**config.mk**
```make
export PLATFORM = sky130hd
export DESIGN_NAME = uart_rx_ctrl
export DESIGN_NICKNAME = d
export VERILOG_FILES = /design/src/rtl/uart_pkg.sv /design/src/rtl/uart_fifo.sv /design/src/rtl/uart_rx_ctrl.sv
export SDC_FILE = /design/constraint.sdc
export NUM_CORES = 1
export LEC_CHECK = 0
export BUFFER_PORTS_ARGS = -buffer_cell sky130_fd_sc_hd__buf_4
export CAP_MARGIN = 40
export CORE_UTILIZATION = 44
export CTS_BUF_LIST = sky130_fd_sc_hd__clkbuf_4 sky130_fd_sc_hd__clkbuf_8
export DETAILED_ROUTE_END_ITERATION = 10
export SYNTH_ARGS = -nofsm -noshare
export SYNTH_HDL_FRONTEND = slang
export SYNTH_SLANG_ARGS = --single-unit
```
**constraint.sdc**
```tcl
create_clock -name i_clk -period 6.7 [get_ports i_clk]
set_clock_uncertainty 0.1 [all_clocks]
set_input_delay 1.34 -clock i_clk [delete_from_list [all_inputs] [get_ports i_clk]]
set_output_delay 1.34 -clock i_clk [all_outputs]
set_load 0.1 [all_outputs]
```
**src/rtl/uart_pkg.sv**
```systemverilog
// Shared definitions for the UART receive controller: FSM encodings, CPU and
// receiver register maps, and status bit positions.
package uart_pkg;

   typedef enum logic [1:0] {
      IDLE    = 2'd0,
      RD_STAT = 2'd1,
      RD_DATA = 2'd2,
      PUSH    = 2'd3
   } rx_state_t;

   localparam logic [1:0] REG_DATA   = 2'd0;
   localparam logic [1:0] REG_STATUS = 2'd1;
   localparam logic [1:0] REG_COUNT  = 2'd2;
   localparam logic [1:0] REG_CTRL   = 2'd3;

   localparam int ST_EMPTY = 0;
   localparam int ST_FULL  = 1;
   localparam int ST_UOV   = 2;
   localparam int ST_FOV   = 3;

   localparam int CTRL_IEN = 0;

   localparam int RX_DA = 0;
   localparam int RX_OV = 1;

   localparam logic RX_ADDR_DATA   = 1'b0;
   localparam logic RX_ADDR_STATUS = 1'b1;

   function automatic logic [7:0] pack_status(input logic fov, input logic uov,
                                              input logic full, input logic empty);
      logic [7:0] s;
      s           = 8'h00;
      s[ST_FOV]   = fov;
      s[ST_UOV]   = uov;
      s[ST_FULL]  = full;
      s[ST_EMPTY] = empty;
      return s;
   endfunction

endpackage

```
**src/rtl/uart_fifo.sv**
```systemverilog
// Byte FIFO for received UART data; power-of-two depth so pointers wrap for free.
module uart_fifo #(
   parameter  int DEPTH = 8,
   localparam int AW    = $clog2(DEPTH)
) (
   input  logic          i_clk,
   input  logic          i_reset_n,
   input  logic          i_push,
   input  logic [7:0]    i_data,
   input  logic          i_pop,
   output logic [7:0]    o_head,
   output logic          o_full,
   output logic          o_empty,
   output logic [AW:0]   o_count
);

   localparam logic [AW:0] FULL_COUNT = (AW+1)'(DEPTH);

   logic [7:0]    mem [DEPTH];
   logic [AW-1:0] wr_ptr;
   logic [AW-1:0] rd_ptr;
   logic [AW:0]   count;
   logic          push_ok;
   logic          pop_ok;

   assign o_full  = (count == FULL_COUNT);
   assign o_empty = (count == '0);
   assign o_count = count;
   assign o_head  = mem[rd_ptr];

   // A push into a full FIFO is only legal when the head leaves in the same cycle.
   assign pop_ok  = i_pop && !o_empty;
   assign push_ok = i_push && (!o_full || pop_ok);

   always_ff @(posedge i_clk) begin
      if (push_ok) begin
         mem[wr_ptr] <= i_data;
      end
   end

   always_ff @(posedge i_clk or negedge i_reset_n) begin
      if (!i_reset_n) begin
         wr_ptr <= '0;
         rd_ptr <= '0;
         count  <= '0;
      end else begin
         if (push_ok) begin
            wr_ptr <= wr_ptr + 1'b1;
         end
         if (pop_ok) begin
            rd_ptr <= rd_ptr + 1'b1;
         end
         case ({push_ok, pop_ok})
            2'b10:   count <= count + (AW+1)'(1);
            2'b01:   count <= count - (AW+1)'(1);
            default: count <= count;
         endcase
      end
   end

endmodule

```
**src/rtl/uart_rx_ctrl.sv**
```systemverilog
// UART receive controller: drains the receiver over its register bus into a
// FIFO and exposes FIFO, sticky error flags and interrupt enable to the CPU.
module uart_rx_ctrl
   import uart_pkg::*;
#(
   parameter int DEPTH = 8
) (
   input  logic       i_clk,
   input  logic       i_reset_n,
   input  logic [1:0] i_addr,
   input  logic       i_cyc,
   input  logic       i_we,
   input  logic [7:0] i_dat,
   output logic [7:0] o_dat,
   output logic       o_int,
   output logic       m_cyc,
   output logic       m_addr,
   output logic       m_we,
   input  logic [7:0] i_mdat,
   input  logic       i_uart_int
);

   localparam int CW = $clog2(DEPTH) + 1;

   rx_state_t     state_q;
   rx_state_t     state_d;
   logic          pend_q;
   logic [7:0]    hold_q;
   logic          fov_q;
   logic          uov_q;
   logic          ien_q;
   logic          int_q;

   logic          cpu_rd;
   logic          cpu_wr;
   logic          stat_wr;
   logic          fifo_push;
   logic          fifo_pop;
   logic          fifo_full;
   logic          fifo_empty;
   logic [7:0]    fifo_head;
   logic [CW-1:0] fifo_count;
   logic          fov_set;
   logic          uov_set;
   logic          unused_dat;

   assign cpu_rd   = i_cyc && !i_we;
   assign cpu_wr   = i_cyc && i_we;
   assign stat_wr  = cpu_wr && (i_addr == REG_STATUS);
   assign fifo_pop = cpu_rd && (i_addr == REG_DATA) && !fifo_empty;

   assign fifo_push = (state_q == PUSH) && (!fifo_full || fifo_pop);
   assign fov_set   = (state_q == PUSH) && fifo_full && !fifo_pop;
   assign uov_set   = (state_q == RD_STAT) && i_mdat[RX_OV];

   assign m_we       = 1'b0;
   assign o_int      = int_q;
   assign unused_dat = ^{i_dat[7:4], i_dat[1]};

   uart_fifo #(.DEPTH(DEPTH)) u_fifo (
      .i_clk     (i_clk),
      .i_reset_n (i_reset_n),
      .i_push    (fifo_push),
      .i_data    (hold_q),
      .i_pop     (fifo_pop),
      .o_head    (fifo_head),
      .o_full    (fifo_full),
      .o_empty   (fifo_empty),
      .o_count   (fifo_count)
   );

   always_ff @(posedge i_clk or negedge i_reset_n) begin
      if (!i_reset_n) begin
         state_q <= IDLE;
      end else begin
         state_q <= state_d;
      end
   end

   // Bus strobes depend on the state register alone, never on i_mdat.
   always_comb begin
      state_d = state_q;
      m_cyc   = 1'b0;
      m_addr  = RX_ADDR_DATA;
      case (state_q)
         IDLE: begin
            if (i_uart_int || pend_q) begin
               state_d = RD_STAT;
            end
         end
         RD_STAT: begin
            m_cyc   = 1'b1;
            m_addr  = RX_ADDR_STATUS;
            state_d = i_mdat[RX_DA] ? RD_DATA : IDLE;
         end
         RD_DATA: begin
            m_cyc   = 1'b1;
            m_addr  = RX_ADDR_DATA;
            state_d = PUSH;
         end
         PUSH: begin
            state_d = IDLE;
         end
         default: begin
            state_d = IDLE;
         end
      endcase
   end

   // A receive pulse seen mid-transaction is remembered and replayed from IDLE.
   always_ff @(posedge i_clk or negedge i_reset_n) begin
      if (!i_reset_n) begin
         pend_q <= 1'b0;
         hold_q <= 8'h00;
      end else begin
         if (state_q == IDLE) begin
            if (state_d == RD_STAT) begin
               pend_q <= 1'b0;
            end
         end else if (i_uart_int) begin
            pend_q <= 1'b1;
         end
         if (state_q == RD_DATA) begin
            hold_q <= i_mdat;
         end
      end
   end

   // Sticky flags: a new error in the same cycle as a W1C clear keeps the flag set.
   always_ff @(posedge i_clk or negedge i_reset_n) begin
      if (!i_reset_n) begin
         fov_q <= 1'b0;
         uov_q <= 1'b0;
         ien_q <= 1'b0;
         int_q <= 1'b0;
      end else begin
         fov_q <= fov_set || (fov_q && !(stat_wr && i_dat[ST_FOV]));
         uov_q <= uov_set || (uov_q && !(stat_wr && i_dat[ST_UOV]));
         if (cpu_wr && (i_addr == REG_CTRL)) begin
            ien_q <= i_dat[CTRL_IEN];
         end
         int_q <= ien_q && !fifo_empty;
      end
   end

   always_comb begin
      o_dat = 8'h00;
      case (i_addr)
         REG_DATA:   o_dat = fifo_empty ? 8'h00 : fifo_head;
         REG_STATUS: o_dat = pack_status(fov_q, uov_q, fifo_full, fifo_empty);
         REG_COUNT:  o_dat = {{(8-CW){1'b0}}, fifo_count};
         REG_CTRL:   o_dat = {7'b0, ien_q};
         default:    o_dat = 8'h00;
      endcase
   end

endmodule

```
Word level (Yosys, flattened, before mapping)
Memory sizes are Yosys's and may differ from the RTL's.
Index checks and enable logic that the tools add are counted.
{"block": "totals", "register_bits": 25, "mem_bits_rw": 64, "inputBits": 23, "out_inout_bits": 12, "elab_cells": 74, "mem_count": 1}
{"block": "op_classes", "add_sub_neg": 4, "n_eq_ne": 11, "muxes": 13, "reduce_logical": 35}
{"memory": "u_fifo.mem", "words": 8, "word_bits": 8, "rd": 1, "rd_ports_with_merged_regs": 0, "write_ports": 1, "line_no": "uart_fifo.sv:19", "rtl": "logic [7:0] mem [DEPTH];"}
{"operator": "8-bit one-hot mux with 4 select lines", "count": 1}
{"operator": "1-bit logical AND", "count": 17}
{"operator": "2-bit == test (second input constant)", "count": 5}
{"operator": "2-bit by 1-bit == test with 1-bit output (second input constant)", "count": 4}
{"operator": "8-bit two-way mux", "count": 1}
{"operator": "2-bit one-hot mux with 4 select lines", "count": 1}
{"operator": "4-bit one-hot mux with 2 select lines", "count": 1}
{"operator": "1-bit two-way mux", "count": 7}
{"operator": "3-bit by 1-bit adder with 3-bit output (second input constant)", "count": 2}
{"operator": "1-bit logical NOT", "count": 6}
{"operator": "1-bit logical OR", "count": 5}
{"operator": "4-bit by 1-bit adder with 4-bit output (second input constant)", "count": 1}
{"operator": "4-bit == test (second input constant)", "count": 1}
{"operator": "2-bit logical NOT", "count": 2}
{"operator": "4-bit logical NOT", "count": 1}
{"operator": "2-bit two-way mux", "count": 2}
{"operator": "2-bit nonzero test", "count": 2}
{"operator": "4-bit by 1-bit subtractor with 4-bit output (second input constant)", "count": 1}
{"operator": "2-bit by 1-bit != test with 1-bit output (second input constant)", "count": 1}
{"operator": "2-bit AND reduction", "count": 1}
{"operator": "2-bit OR reduction", "count": 1}

Logic depth before layout (Yosys ltp)
Gate-level depths: netlist (run 1).
{"block": "depth", "ltp_word": 9, "mapped_depth": 9, "depth_no_buf": 9}

Modules after synthesis
From an unflattened synthesis (run 1), not the netlist that was laid out.
{"block": "unflattened", "cells_unflattened": 237, "area_unflattened_um2": 3983.8}
{"module": "uart_fifo", "instances": 1, "cells_each": 162, "area_per_inst_um2": 3150.5, "seq_area_each_um2": 2172.1}
{"module": "uart_rx_ctrl", "instances": 1, "cells_each": 75, "area_per_inst_um2": 833.3, "seq_area_each_um2": 375.4}

Worst setup path after synthesis (run 1)
OpenSTA, ideal clock, no wires.
{"block": "synth_path", "path_kind": "input-to-output", "from": "input i_addr[1]", "to": "output o_dat[0]", "t_arrival_ns": 3.990, "required_ns": 5.260, "setup_slack_ns": 1.270, "cell_stages": 3, "n_path_buf": 1, "path_cell_list": "or3_1 -> clkbuf_1 -> o21ai_0"}
{"block": "synth_via", "elab_chain_cells": 2, "word_cells_on_any_way": 5, "classes_between": "eq/ne: 3; mux: 1; reduce/logical: 1"}
{"element": "start: declaration", "line_no": "uart_rx_ctrl.sv:10", "rtl": "input logic [1:0] i_addr,"}
{"element": "2-bit == test, or another cell as far along", "line_no": "uart_rx_ctrl.sv:148", "rtl": "case (i_addr)"}
{"element": "8-bit one-hot mux with 4 select lines (*)", "line_no": "uart_rx_ctrl.sv:148"}
{"element": "end: declaration", "line_no": "uart_rx_ctrl.sv:14", "rtl": "output logic [7:0] o_dat,"}
Every way passes the cells marked *; elsewhere a longest branch is shown, timed or not.

Worst setup path after layout (run 1)
Ends and elaborated chain as after synthesis.

==> flow_summary.ini, run 1 <==
[logic_synthesis]
synthCells = 225
synthAdderAreaFrac = 0.0384
ys_seq_area_frac = 0.674
ys_ff_latch = 89
synth_nets = 259
synth_edf_count = 64
ys_top_cells_by_area = edfxtp_1 51%, dfrtp_1 17%, mux4_2 9.5%
synthFlopType = edfxtp_1
synth-xor-area-share = 0.0139
yosys-top-cells-count = 64 x edfxtp_1, 25 x dfrtp_1, 16 x mux4_2
synth_top_area_cell = edfxtp_1
yosys.area_share.simple = 0.0652
yosysUniqueCellTypes = 40
synth_area_sq_um = 3780
synth_top_family_by_area = multiplexers
syn_area_per_cell_sq_um = 16.8
async_flop_share = 0.281
yosys_warnings = 0
synth.area.mux_share = 0.153
synth_compound_area_frac = 0.0321
synth.most_common_cell = edfxtp_1
synth_top_area_frac = 0.509

[setup_path]
r2r_setup_slack_ns = 3.97
cp.arrival_ns = 2.68
end_kind = output port
worstPathCellList = buf_4, or3_1, o21ai_0, buf_4
worst-r2r-cell-count = 7
crit_slowest_cell = or3_1
critical_path_class = input port to output port
timing.rr.start = u_fifo.o_count[3]$_DFFE_PN0P_
cp_num_buf_inv = 2
worstPathRequired_ns = 5.26
cp_common_cell = buf_4
r2r-end = u_fifo.o_count[3]$_DFFE_PN0P_
path_depth = 4
path_delay_family = simple AND/OR/NAND/NOR gates
max_stage_delay_ns = 0.57
crit_fanout = 8
cp-start-kind = input port

[power]
p_leak_uw = 0.00159
ir_drop_mv = 0.228
p_per_area_nw_per_um2 = 435

[timing]
finalHoldViolCount = 0
fmax_mhz = 243
fin_setup_tns_ns = 0
finalWorstPathRequiredPeriod_ns = 4.12
rsz0062_at_grt = no
fin_crit_sh = 0.614
setup_viol = 0
max-slew-margin-rel = 0.401
tightest_slew_ns = 0.895
setup_slack_ns = 2.58
final-max-slew-violation-count = 0

[route]
first_pass_iters = 4
avgViaCountPerCell = 5.30
routedWlPerCell_microns = 18.4
wl_microns = 6870
ant_nets = 0
vias = 1977
drt_iter0_drc = 91
drcViolationCount = 0

[grt]
grt_pass1_vias = 1963
grt_use_total = 0.174
grt_overflow = 0
antenna_found_initial = 0
grt_first_pass_wirelength_microns = 10900
grt_max_degree = 26

[clocking]
ctsResizeCount = 0
root_buffer = clkbuf_8
holdBufCountCts = 0
post-cts-setup-buffer-count = 0
clock-sinks = 89
cts_tree = built
clock_latency_ns = 0.35
htreeDepth = 3
clk_pin_slew_ns = 0.08
clock_path_buffers = 2
numCtsBuffers = 9

[placed_design]
dp_cells = 357
dpl_cell_area_sq_um = 4150
place_ws_ns = 2.56
io_buffers = 28
hpwl_microns = 4670
gp_congestion = 0.717

[floorplan]
io-pin-count = 35
core_area_sq_um = 8260
die_w_microns = 94.7
die_y_microns = 94.7
rows = 33
dieArea_sq_um = 8960
start_util = 0.458

[layout]
diodes = 0
post_route_cells_drive_above_1_share = 0.325
fin_area_sq_um = 4370
area_delta_synth_final_pct = 15.7
stdcell_count = 373
nets = 297
fin_util = 0.529

[min_path]
whs_path_depth = 2
min_path_type = flop to flop
hold_start = fov_q$_DFF_PN0_
hold_end = fov_q$_DFF_PN0_

[run]
max_cap_viol_count = 0

[run_status]
status = finished clean
==> logic make-up after synthesis <==
kind of cell,Yosys count
AO/OA/AOI/OAI,20
multiplexers,36
AND/OR/NAND/NOR,43
buffers and inverters,19
flip-flops,89
other,1
adder cells (fa/ha/maj),11
XOR/XNOR,6
==> power by group <==
part	total, uW	internal (uW)	switching (uW)
Combinational	626	251	375
Clock	399	218	181
Sequential	878	738	140
==> registers in the layout (all words and copies together), names as in the netlist <==
register,cells
u_fifo.rd_ptr,3
ien_q,1
state_q,2
uov_q,1
o_int,1
u_fifo.o_count,4
pend_q,1
hold_q,8
u_fifo.wr_ptr,3
u_fifo.mem,64
fov_q,1
==> placed cells by master, fill, tap and decap left out, types with 4 or more instances in the layout <==
master,instances
edfxtp_1,64
buf_4,35
dfrtp_1,25
mux4_2,16
o21ai_0,10
mux2_2,10
ha_1,10
inv_1,9
mux2i_1,9
clkbuf_8,9
nor2_1,8
nand2_1,6
nor3_1,4
nor3b_2,4
xnor2_1,4
==> worst max-delay path by stage <==
stage,endpoint,startpoint,slack (ns)
floorplan,o_dat[0],i_addr[1],1.27
global placement,o_dat[3],i_addr[1],2.54
detailed placement,o_dat[0],i_addr[1],2.56
CTS,o_dat[0],i_addr[1],2.56
global route,o_dat[3],i_addr[1],2.54
finish,o_dat[0],i_addr[1],2.58
==> routing by layer <==
layer | track usage | up-vias | part of all wire
li1 | - | 939 | -
met1 | 0.224 | 1000 | 0.45
met2 | 0.287 | 31 | 0.50
met3 | 0.0515 | 7 | 0.037
met4 | 0.0492 | 0 | 0.010
met5 | 0 | - | 0
==> cell type report <==
| type | count | area (sq um) |
|---|---|---|
| clock inverter | 5 | 80.1 |
| multi-input combinational | 117 | 1170 |
| fill | 709 | 3890 |
| tap | 105 | 131 |
| timing repair buffer | 37 | 273 |
| inverter | 9 | 33.8 |
| clock buffer | 11 | 139 |
| sequential | 89 | 2550 |
==> stage by stage <==
stage | power [uW] | hold slack (ns)
2_1_floorplan | 1370 | 0.349
3_3_place_gp | 1510 | 0.374
3_5_place_dp | 1530 | 0.395
4_1_cts | 1920 | 0.412
5_1_grt | 2000 | 0.450
6_report | 1900 | 0.406
==> tightest hold or removal path, cell delays in order (launching register included) <==
cell	delay, ns
dfrtp_1	0.36
nand2_1	0.05
o21ai_0	0.06
Power figures use the tool's default switching activity.
==> run 2: changes to the inputs <==
==> constraint.sdc (replaced) <==
create_clock -name i_clk -period 3.6 [get_ports i_clk]
set_clock_uncertainty 0.1 [all_clocks]
set_input_delay 0.72 -clock i_clk [delete_from_list [all_inputs] [get_ports i_clk]]
set_output_delay 0.72 -clock i_clk [all_outputs]
set_load 0.1 [all_outputs]
==> flow_summary.ini, run 2 (synthesized netlist as in run 1, its figures left out) <==
[clocking]
ctsResizeCount = 0
clock-sinks = 89
clk_pin_slew_ns = 0.09
clock_path_buffers = 2
htreeDepth = 3
root_buffer = clkbuf_8
post-cts-setup-buffer-count = 0
holdBufCountCts = 0
numCtsBuffers = 9
cts_tree = built
clock_latency_ns = 0.35

[power]
power_uw = 3510
p_leak_uw = 0.00158
ir_drop_mv = 0.416
p_per_area_nw_per_um2 = 806

[layout]
nFillCells = 706
post_route_cells_drive_above_1_share = 0.310
layout_commonest_cell = edfxtp_1
final_cell_mix = 64 x edfxtp_1, 36 x buf_4, 25 x dfrtp_1
diodes = 0
area_delta_synth_final_pct = 15.1
multiInputGateArea_sq_um = 1150
largest_register_ff_count = 64
fin_area_sq_um = 4350
seqCellArea_sq_um = 2550
top_register = u_fifo.mem
nets = 297

[floorplan]
start_util = 0.458
die_w_microns = 94.7
die_y_microns = 94.7
rows = 33
core_area_sq_um = 8260
dieArea_sq_um = 8960
io-pin-count = 35

[route]
drcViolationCount = 0
ant_nets = 0
avgViaCountPerCell = 5.40
wl_microns = 7110
vias = 2013
routedWlPerCell_microns = 19.1
first_pass_iters = 4
drt_iter0_drc = 68

[setup_path]
cp-start-kind = flop
r2r-end = u_fifo.o_count[3]$_DFFE_PN0P_
setup.worst_path.start = u_fifo.o_count[1]$_DFFE_PN0P_
timing.rr.start = u_fifo.o_count[1]$_DFFE_PN0P_
critical_path_class = flop to output port
r2r_setup_slack_ns = 0.82
cp.arrival_ns = 2.32
crit_fanout = 8
worst-r2r-cell-count = 7
worstPathRequired_ns = 2.78
end_kind = output port

[grt]
grt_max_degree = 26
antenna_found_initial = 0
grt_pass1_vias = 2042
grt_use_total = 0.181
grt_overflow = 0
grt_first_pass_wirelength_microns = 11400

[placed_design]
gp_congestion = 0.740
hpwl_microns = 4620
io_buffers = 28
dpl_cell_area_sq_um = 4150

[timing]
fin_crit_sh = 0.871
finalHoldViolCount = 0
max-slew-margin-rel = 0.468
final-max-slew-violation-count = 0
hold_ws_ns = 0.167
setup_viol = 0
fmax_mhz = 319
finalWorstPathRequiredPeriod_ns = 3.14
rsz0062_at_grt = no
tightest_slew_ns = 0.798

[run]
max_cap_viol_count = 0

[run_status]
status = finished clean

[min_path]
min_path_type = input port to async pin
run 2: routing by layer:
| layer | GRT usage | vias up | wire, microns |
|---|---|---|---|
| met2 | 0.276 | 42 | 3440 |
| met3 | 0.0451 | 10 | 289 |
| li1 | - | 940 | - |
| met1 | 0.251 | 1021 | 3280 |
| met4 | 0.0694 | 0 | 107 |
| met5 | 0 | - | 0 |
run 2: final cells by class:
| type | count | share of cell area |
|---|---|---|
| flip-flops and latches | 89 | 0.586 |
| multi-input cells | 117 | 0.264 |
| repair buffers | 37 | 0.0667 |
| well taps | 105 | 0.0302 |
| clock buffers | 9 | 0.0285 |
| clock inverters | 7 | 0.0175 |
| inverters | 9 | 0.00777 |
run 2: stage by stage:
step | cells | setup slack (ns) | setup TNS [ns] | util
after global placement | 357 | 0.492 | 0 | 0.503
after detailed placement | 357 | 0.456 | 0 | 0.503
after CTS | 373 | 0.427 | 0 | 0.527
after floorplan | 225 | -0.590 | -2.36 | -
final | 373 | 0.463 | 0 | 0.527
after global routing | 373 | 0.302 | 0 | 0.527
run 2: worst max-delay path by stage:
stage	endpoint	slack, ns	cells after the start
final	o_dat[0]	0.46	4
after global routing	o_dat[3]	0.30	4
after CTS	o_dat[0]	0.43	4
after detailed placement	u_fifo.o_count[3]$_DFFE_PN0P_	0.46	8
after global placement	u_fifo.o_count[3]$_DFFE_PN0P_	0.49	8
after floorplan	o_dat[0]	-0.59	3
run 2: report_power, final:
group	switching (uW)	total (uW)	internal (uW)
combinational	697	1180	481
sequential	266	1640	1370
clock	363	690	327
total	1330	3510	2180
run 2: critical path, cell delays in order (launching register included):
cell	delay, ns
dfrtp_1	0.44
nor4_1	0.60
or3_1	0.44
o21ai_0	0.20
buf_4	0.27
